<file path="src/rtl/mac_seq.sv">
// mac_seq: sequences one dot-product job through an external accumulate-only MAC.
// Clears the accumulator, streams len operand pairs, waits out the MAC latency,
// then holds the 16-bit result and a sticky wrap flag until the consumer takes it.
module mac_seq #(
  parameter int unsigned LEN_W = 8
) (
  input  logic             clk,
  input  logic             aclrn,
  input  logic             start,
  input  logic [LEN_W-1:0] len,
  output logic             busy,
  input  logic [7:0]       a_data,
  input  logic [7:0]       b_data,
  input  logic             op_valid,
  output logic             op_ready,
  output logic [7:0]       mac_ina,
  output logic [7:0]       mac_inb,
  output logic             mac_sclrn,
  input  logic [15:0]      mac_out,
  output logic [15:0]      res_data,
  output logic             res_ovf,
  output logic             res_valid,
  input  logic             res_ready
);

  typedef enum logic [2:0] {
    IDLE   = 3'd0,
    CLEAR  = 3'd1,
    RUN    = 3'd2,
    DRAIN  = 3'd3,
    RESULT = 3'd4
  } state_t;

  state_t           state_q;
  state_t           state_d;
  logic [LEN_W-1:0] cnt_q;
  logic [15:0]      prev_q;
  logic             beat_q;
  logic             ovf_q;
  logic [15:0]      res_data_q;
  logic             res_ovf_q;
  logic             beat_c;
  logic             wrap_c;

  // A beat transfers only while RUN advertises ready
  assign beat_c = (state_q == RUN) && op_valid;

  // Accumulator dropped below its previous value after a beat: exactly one wrap
  assign wrap_c = beat_q && (mac_out < prev_q);

  // Handshake and MAC control are decodes of the state register
  assign busy      = (state_q != IDLE);
  assign op_ready  = (state_q == RUN);
  assign res_valid = (state_q == RESULT);
  assign mac_sclrn = (state_q != CLEAR);

  // Operands reach the MAC only on a firing beat so it adds 0 otherwise
  assign mac_ina = beat_c ? a_data : 8'd0;
  assign mac_inb = beat_c ? b_data : 8'd0;

  assign res_data = res_data_q;
  assign res_ovf  = res_ovf_q;

  // State register
  always_ff @(posedge clk or negedge aclrn) begin
    if (!aclrn) state_q <= IDLE;
    else        state_q <= state_d;
  end

  // Next-state logic
  always_comb begin
    state_d = state_q;
    unique case (state_q)
      IDLE:    if (start) state_d = (len != '0) ? CLEAR : RESULT;
      CLEAR:   state_d = RUN;
      RUN:     if (beat_c && (cnt_q == LEN_W'(1))) state_d = DRAIN;
      DRAIN:   state_d = RESULT;
      RESULT:  if (res_ready) state_d = IDLE;
      default: state_d = IDLE;
    endcase
  end

  // Beat counter, wrap tracking and result capture
  always_ff @(posedge clk or negedge aclrn) begin
    if (!aclrn) begin
      cnt_q      <= '0;
      prev_q     <= 16'd0;
      beat_q     <= 1'b0;
      ovf_q      <= 1'b0;
      res_data_q <= 16'd0;
      res_ovf_q  <= 1'b0;
    end else begin
      prev_q <= mac_out;
      beat_q <= beat_c;
      case (state_q)
        IDLE: begin
          if (start) begin
            if (len != '0) begin
              cnt_q <= len;
              ovf_q <= 1'b0;
            end else begin
              res_data_q <= 16'd0;
              res_ovf_q  <= 1'b0;
            end
          end
        end
        RUN: begin
          if (beat_c) cnt_q <= cnt_q - LEN_W'(1);
          if (wrap_c) ovf_q <= 1'b1;
        end
        DRAIN: begin
          res_data_q <= mac_out;
          res_ovf_q  <= ovf_q | wrap_c;
          ovf_q      <= ovf_q | wrap_c;
        end
        default: ;
      endcase
    end
  end

endmodule

</file>
<file path="config.mk">
export PLATFORM = sky130hd
export DESIGN_NAME = mac_seq
export DESIGN_NICKNAME = d
export VERILOG_FILES = /design/src/rtl/mac_seq.sv
export SDC_FILE = /design/constraint.sdc
export NUM_CORES = 1
export LEC_CHECK = 0
export BUFFER_PORTS_ARGS = -buffer_cell sky130_fd_sc_hd__buf_2
export CAP_MARGIN = 10
export CORE_MARGIN = 2
export CORE_UTILIZATION = 45
export CTS_CLUSTER_SIZE = 12
export DETAILED_ROUTE_END_ITERATION = 8
export PLACE_DENSITY = 0.81
export RECOVER_POWER = 25
export SYNTH_ARGS = -nofsm -noshare
export SYNTH_HDL_FRONTEND = slang
export SYNTH_SLANG_ARGS = --single-unit
export TNS_END_PERCENT = 5
</file>
<file path="constraint.sdc">
create_clock -name clk -period 1.85 [get_ports clk]
set_input_delay 0.555 -clock clk [delete_from_list [all_inputs] [get_ports clk]]
set_output_delay 0.555 -clock clk [all_outputs]
set_load 0.05 [all_outputs]
</file>
* After elaboration in Yosys (flattened, before gate mapping) *
Cells that the tools add are included.

word-level totals
  register bits = 46
  bits of input ports = 45
  output and inout bits = 37
  word-level logic and storage cells = 57

operators by class
  add/sub/neg operators = 1
  $lt $le $gt $ge = 1
  eq/ne operators = 13
  mux-type cells = 21
  bitwise logic cells = 1
  reduce and logical (&&, ||, !) cells = 13

operator list
  kind                 count
  $mux 8               5
  $mux 16              2
  $pmux 16 s2          1
  $lt 16x16->1         1
  $pmux 8 s2           1
  $pmux 3 s5           1
  $mux 3               4
  $eq 8x1->1 const B   1
  $ne 2x1->1 const B   4
  $reduce_and 4->1     2
  $reduce_bool 8->1    1
  $sub 8x1->8 const B  1
  $eq 3x2->1 const B   2
  $ne 2x2->1 const B   3
  $reduce_and 3->1     2
  $reduce_bool 3->1    2
  $mux 1               5
  $reduce_bool 2->1    2
  $eq 3x1->1 const B   1
  $eq 3x3->1 const B   1
  $logic_and 1x1->1    3
  $logic_not 3->1      1
  $ne 3x1->1 const B   1
  $pmux 1 s3           1
  other kinds (2)      2

* Depth between registers and ports, before layout *
  depth in word-level cells = 5
  mapped depth = 9
  depth with buffers taken out = 7

* Worst setup path before layout *
OpenSTA, ideal clock, no wires.

  path type = flip-flop to output port
  start = reg state_q[2]
  end = out mac_ina[5]
  arrival = 1.919 ns
  data required time = 1.295 ns
  setup slack = -0.624 ns
  cell stages (with the launch flop) = 7
  buffers on the path = 2
  cell sequence = dfrtp_1 nor2b_4 nand2b_1 buf_6 clkinv_8 clkbuf_1 and3_1

between the ends
  longest elaborated chain between the ends = 3

RTL lines
  what                    line  RTL
  start, declared         34    state_t state_q;
  start signal, assigned  67    else state_q <= state_d;
  $eq 3x2->1              -
  net op_ready            15    output logic op_ready,
  $logic_and 1x1->1       46    assign beat_c = (state_q == RUN) && op_valid;
  $mux 8                  58    assign mac_ina = beat_c ? a_data : 8'd0;
  end, declared           16    output logic [7:0] mac_ina,

The timed path passes the listed nets, and every way through them passes these cells.

* Worst setup path after layout *
  start = reg state_q[2]
  end = out mac_sclrn

between the ends
  longest elaborated chain between the ends = 1

RTL lines
  what           line  RTL
  $ne 3x1->1     55    assign mac_sclrn = (state_q != CLEAR);
  end, declared  18    output logic mac_sclrn,

Every way passes these cells.

==> metrics.md <==
| Metric | Value |
|---|---|
| Final GP Congestion | `0.875` |
| Nets | `391` |
| Worst rel slew slack | `51.4%` |
| CTS Buffer Depth | `2` |
| Leakage power total | `1.71 nW` |
| Max-slew violations | `0` |
| Commonest non-fill, non-tap cell in the layout | `buf_2` |
| Initial antenna violation count | `0` |
| Antenna Violating Nets Remaining | `0` |
| Final HPWL DP | `4.23 mm` |
| Setup ws final | `-0.114 ns` |
| First-pass GRT wire length | `9.18 mm` |
| Root buf cell | `clkbuf_8` |
| TritonCTS Sinks | `46` |
| Warnings, synthesis | `0` |
| Total core area | `4820 sq um` |
| WL final | `5.93 mm` |
| Total gr overflow | `0` |
| Worst VDD drop | `0.874 mV` |
| Row Count | `25` |
| Clock Skews | `0.00485 ns` |
| Clk_lat worst skew | `0.29 ns` |
| Flip-flop and latch count after synthesis | `46` |
| Max Freq | `509 MHz` |
| Tmin final | `1.96 ns` |
| Crit path DAT | `1.41 ns` |
| 1st-pass router iterations | `4` |
| Die Ht | `75.4 microns` |
| Ports | `82` |
| CTS Buf Count | `5` |
| Reg2Reg Depth | `7` |
| Initial core utilization | `47.6%` |
| Fin. Hold Viols | `0` |
| Synth area leaders | `dfrtp_1 (50%), ha_1 (9.3%), a22o_1 (6.1%)` |
| Unrepaired setup endpoints after global routing | `yes` |
| PD cells | `1530 nW/um^2` |
| PortBufs | `81` |
| Vias | `2052` |
| R2R Path End | `res_ovf$_DFFE_PN0P_` |
| Critical Path Start Type | `register` |
| DIE AREA | `5690 sq um` |
| Pre-CTS setup slack | `-0.298 ns` |
| Iteration-0 DRC count of the detailed router | `152` |
| DR WL/cell | `14.9 microns` |
| CTS clk-pin slew, worst paths | `0.08 ns` |
| Critical Path RT | `1.29 ns` |
| Vias in the first global route | `2027` |
| Worst Tran Pin Value | `0.729 ns` |
| Post-synth EDFFs | `0` |
| Synth cell types | `38` |
| Final Util | `69.2%` |
| Avg Inst Size Synth | `10.3 sq um` |
| Worst setup EP type | `output port` |
| Status | `finished, violations left` |
| # setup viols final | `17` |
| # diodes | `0` |
| Layout cells sized above 1 | `41.5%` |
| Mapped cell area | `2290 sq um` |
| Area leader, netlist | `dfrtp_1` |
| Critical path type | `reg -> out` |
| Post-synth ARST share | `100%` |
| Post-Syn Nets | `285` |
| Worst hold path class | `in -> async` |
| Final Cycle Share | `106%` |
| Largest net degree at the start of global routing | `23` |
| CTS tree | `done` |
| MaxCap Viol Count | `0` |
| R2R Path Start | `prev_q[13]$_DFF_PN0_` |
| GRT Overall Usage | `21.2%` |
| R2r setup slk | `0.03 ns` |
| Layout area overhead | `45.4%` |
| CP max FO | `4` |
| Share of the synthesized area in the top cell type | `50.2%` |
| Die Wd | `75.4 microns` |
| Drt drc | `0` |
| H-tree depth | `2` |
| Mapped Cells | `223` |
| Post-synth top flop | `dfrtp_1` |
| Sequential fraction of the synthesis area | `50.2%` |
| Vias per inst | `5.17` |
| Overall Power | `0.00510 W` |
| Commonest cells after routing, fill and taps aside | `buf_2 (53), dfrtp_1 (46), inv_1 (22), buf_4 (20), a22o_1 (16)` |
| Violations in the final reports | `negative setup slack` |
worst max-delay path, stage by stage (launching register included):
cell and delay, ns:
dfrtp_1 0.43, buf_6 0.15, or3b_4 0.39, buf_8 0.16
kinds of logic after synthesis:
kind of cell | share of synthesized area (%)
adders and majority gates | 9.27
and+or+nand+nor | 16.9
DFF | 50.2
muxes | 0.436
AOI/OAI and AO/OA | 16.5
buffers and inverters | 6.71
worst max-delay path by stage:
| stage | cells past startpoint | startpoint | to |
|---|---|---|---|
| global placement | 7 | mac_out[14] | res_ovf$_DFFE_PN0P_ |
| CTS | 3 | state_q[2]$_DFFE_PN0P_ | mac_sclrn |
| finish | 3 | state_q[2]$_DFFE_PN0P_ | mac_sclrn |
| global route | 5 | state_q[2]$_DFFE_PN0P_ | mac_ina[2] |
| detailed placement | 7 | mac_out[9] | res_ovf$_DFFE_PN0P_ |
| floorplan | 6 | state_q[2]$_DFFE_PN0P_ | mac_ina[0] |
Yosys cell counts, types with 2 or more instances:
library cell,instances
inv_1,23
nand3_1,3
nor3_1,5
clkbuf_1,5
nor4_1,5
o21bai_1,2
o21ai_0,11
ha_1,17
a22o_1,16
nand2_1,12
or3_1,3
buf_2,2
nor3b_1,2
nand4_1,4
nand2b_1,2
dfrtp_1,46
nor2_1,13
a31oi_1,3
o21ai_1,6
and3_1,16
a21oi_1,10
report_power, final:
| group | internal, W | switching (W) |
|---|---|---|
| Clock | 0.000398 | 0.000325 |
| Sequential | 0.00131 | 0.000213 |
| Combinational | 0.00106 | 0.00180 |
through the flow:
stage / TNS (ns) / hold WS, ns / area [sq um] / instances
floorplan: -0.559 / 0.259 / 2370 / 223
global placement: -0.447 / 0.459 / 3020 / 387
detailed placement: -0.809 / 0.467 / 3020 / 387
CTS: -1.72 / 0.146 / 3310 / 397
global route: -2.57 / 0.356 / 3340 / 397
finish: -1.53 / 0.289 / 3340 / 397
metal layers:
metal / up-vias / GRT usage, % / part of all wire [%]
li1: 1004 / - / -
met1: 970 / 27.6 / 41
met2: 68 / 34.7 / 52
met3: 10 / 5.03 / 5.2
met4: 0 / 7.41 / 1.8
met5: - / 0 / 0
sequential cells by signal (all words and copies together), names as in the netlist:
signal,cells
beat_q,1
cnt_q,8
ovf_q,1
prev_q,16
res_data,16
res_ovf,1
state_q,3
timing repair:
action,in CTS,in global routing
buffers inserted,2,0
setup endpoints to repair,20,22
endpoints found under the hold margin,0,0
hold buffers,0,0
gates cloned,0,0
pin swaps,8,1
resized for setup,51,9
area by class of cell:
type                    count  area, sq um
fillers                   380         1480
flip-flops and latches     46         1150
multi-input cells         143         1100
repair buffers            109          790
inverters                  24          103
well taps                  67         83.8
clock buffers               5         68.8
clock inverters             3         40.0
No activity file was read; power rests on OpenSTA's default activity.
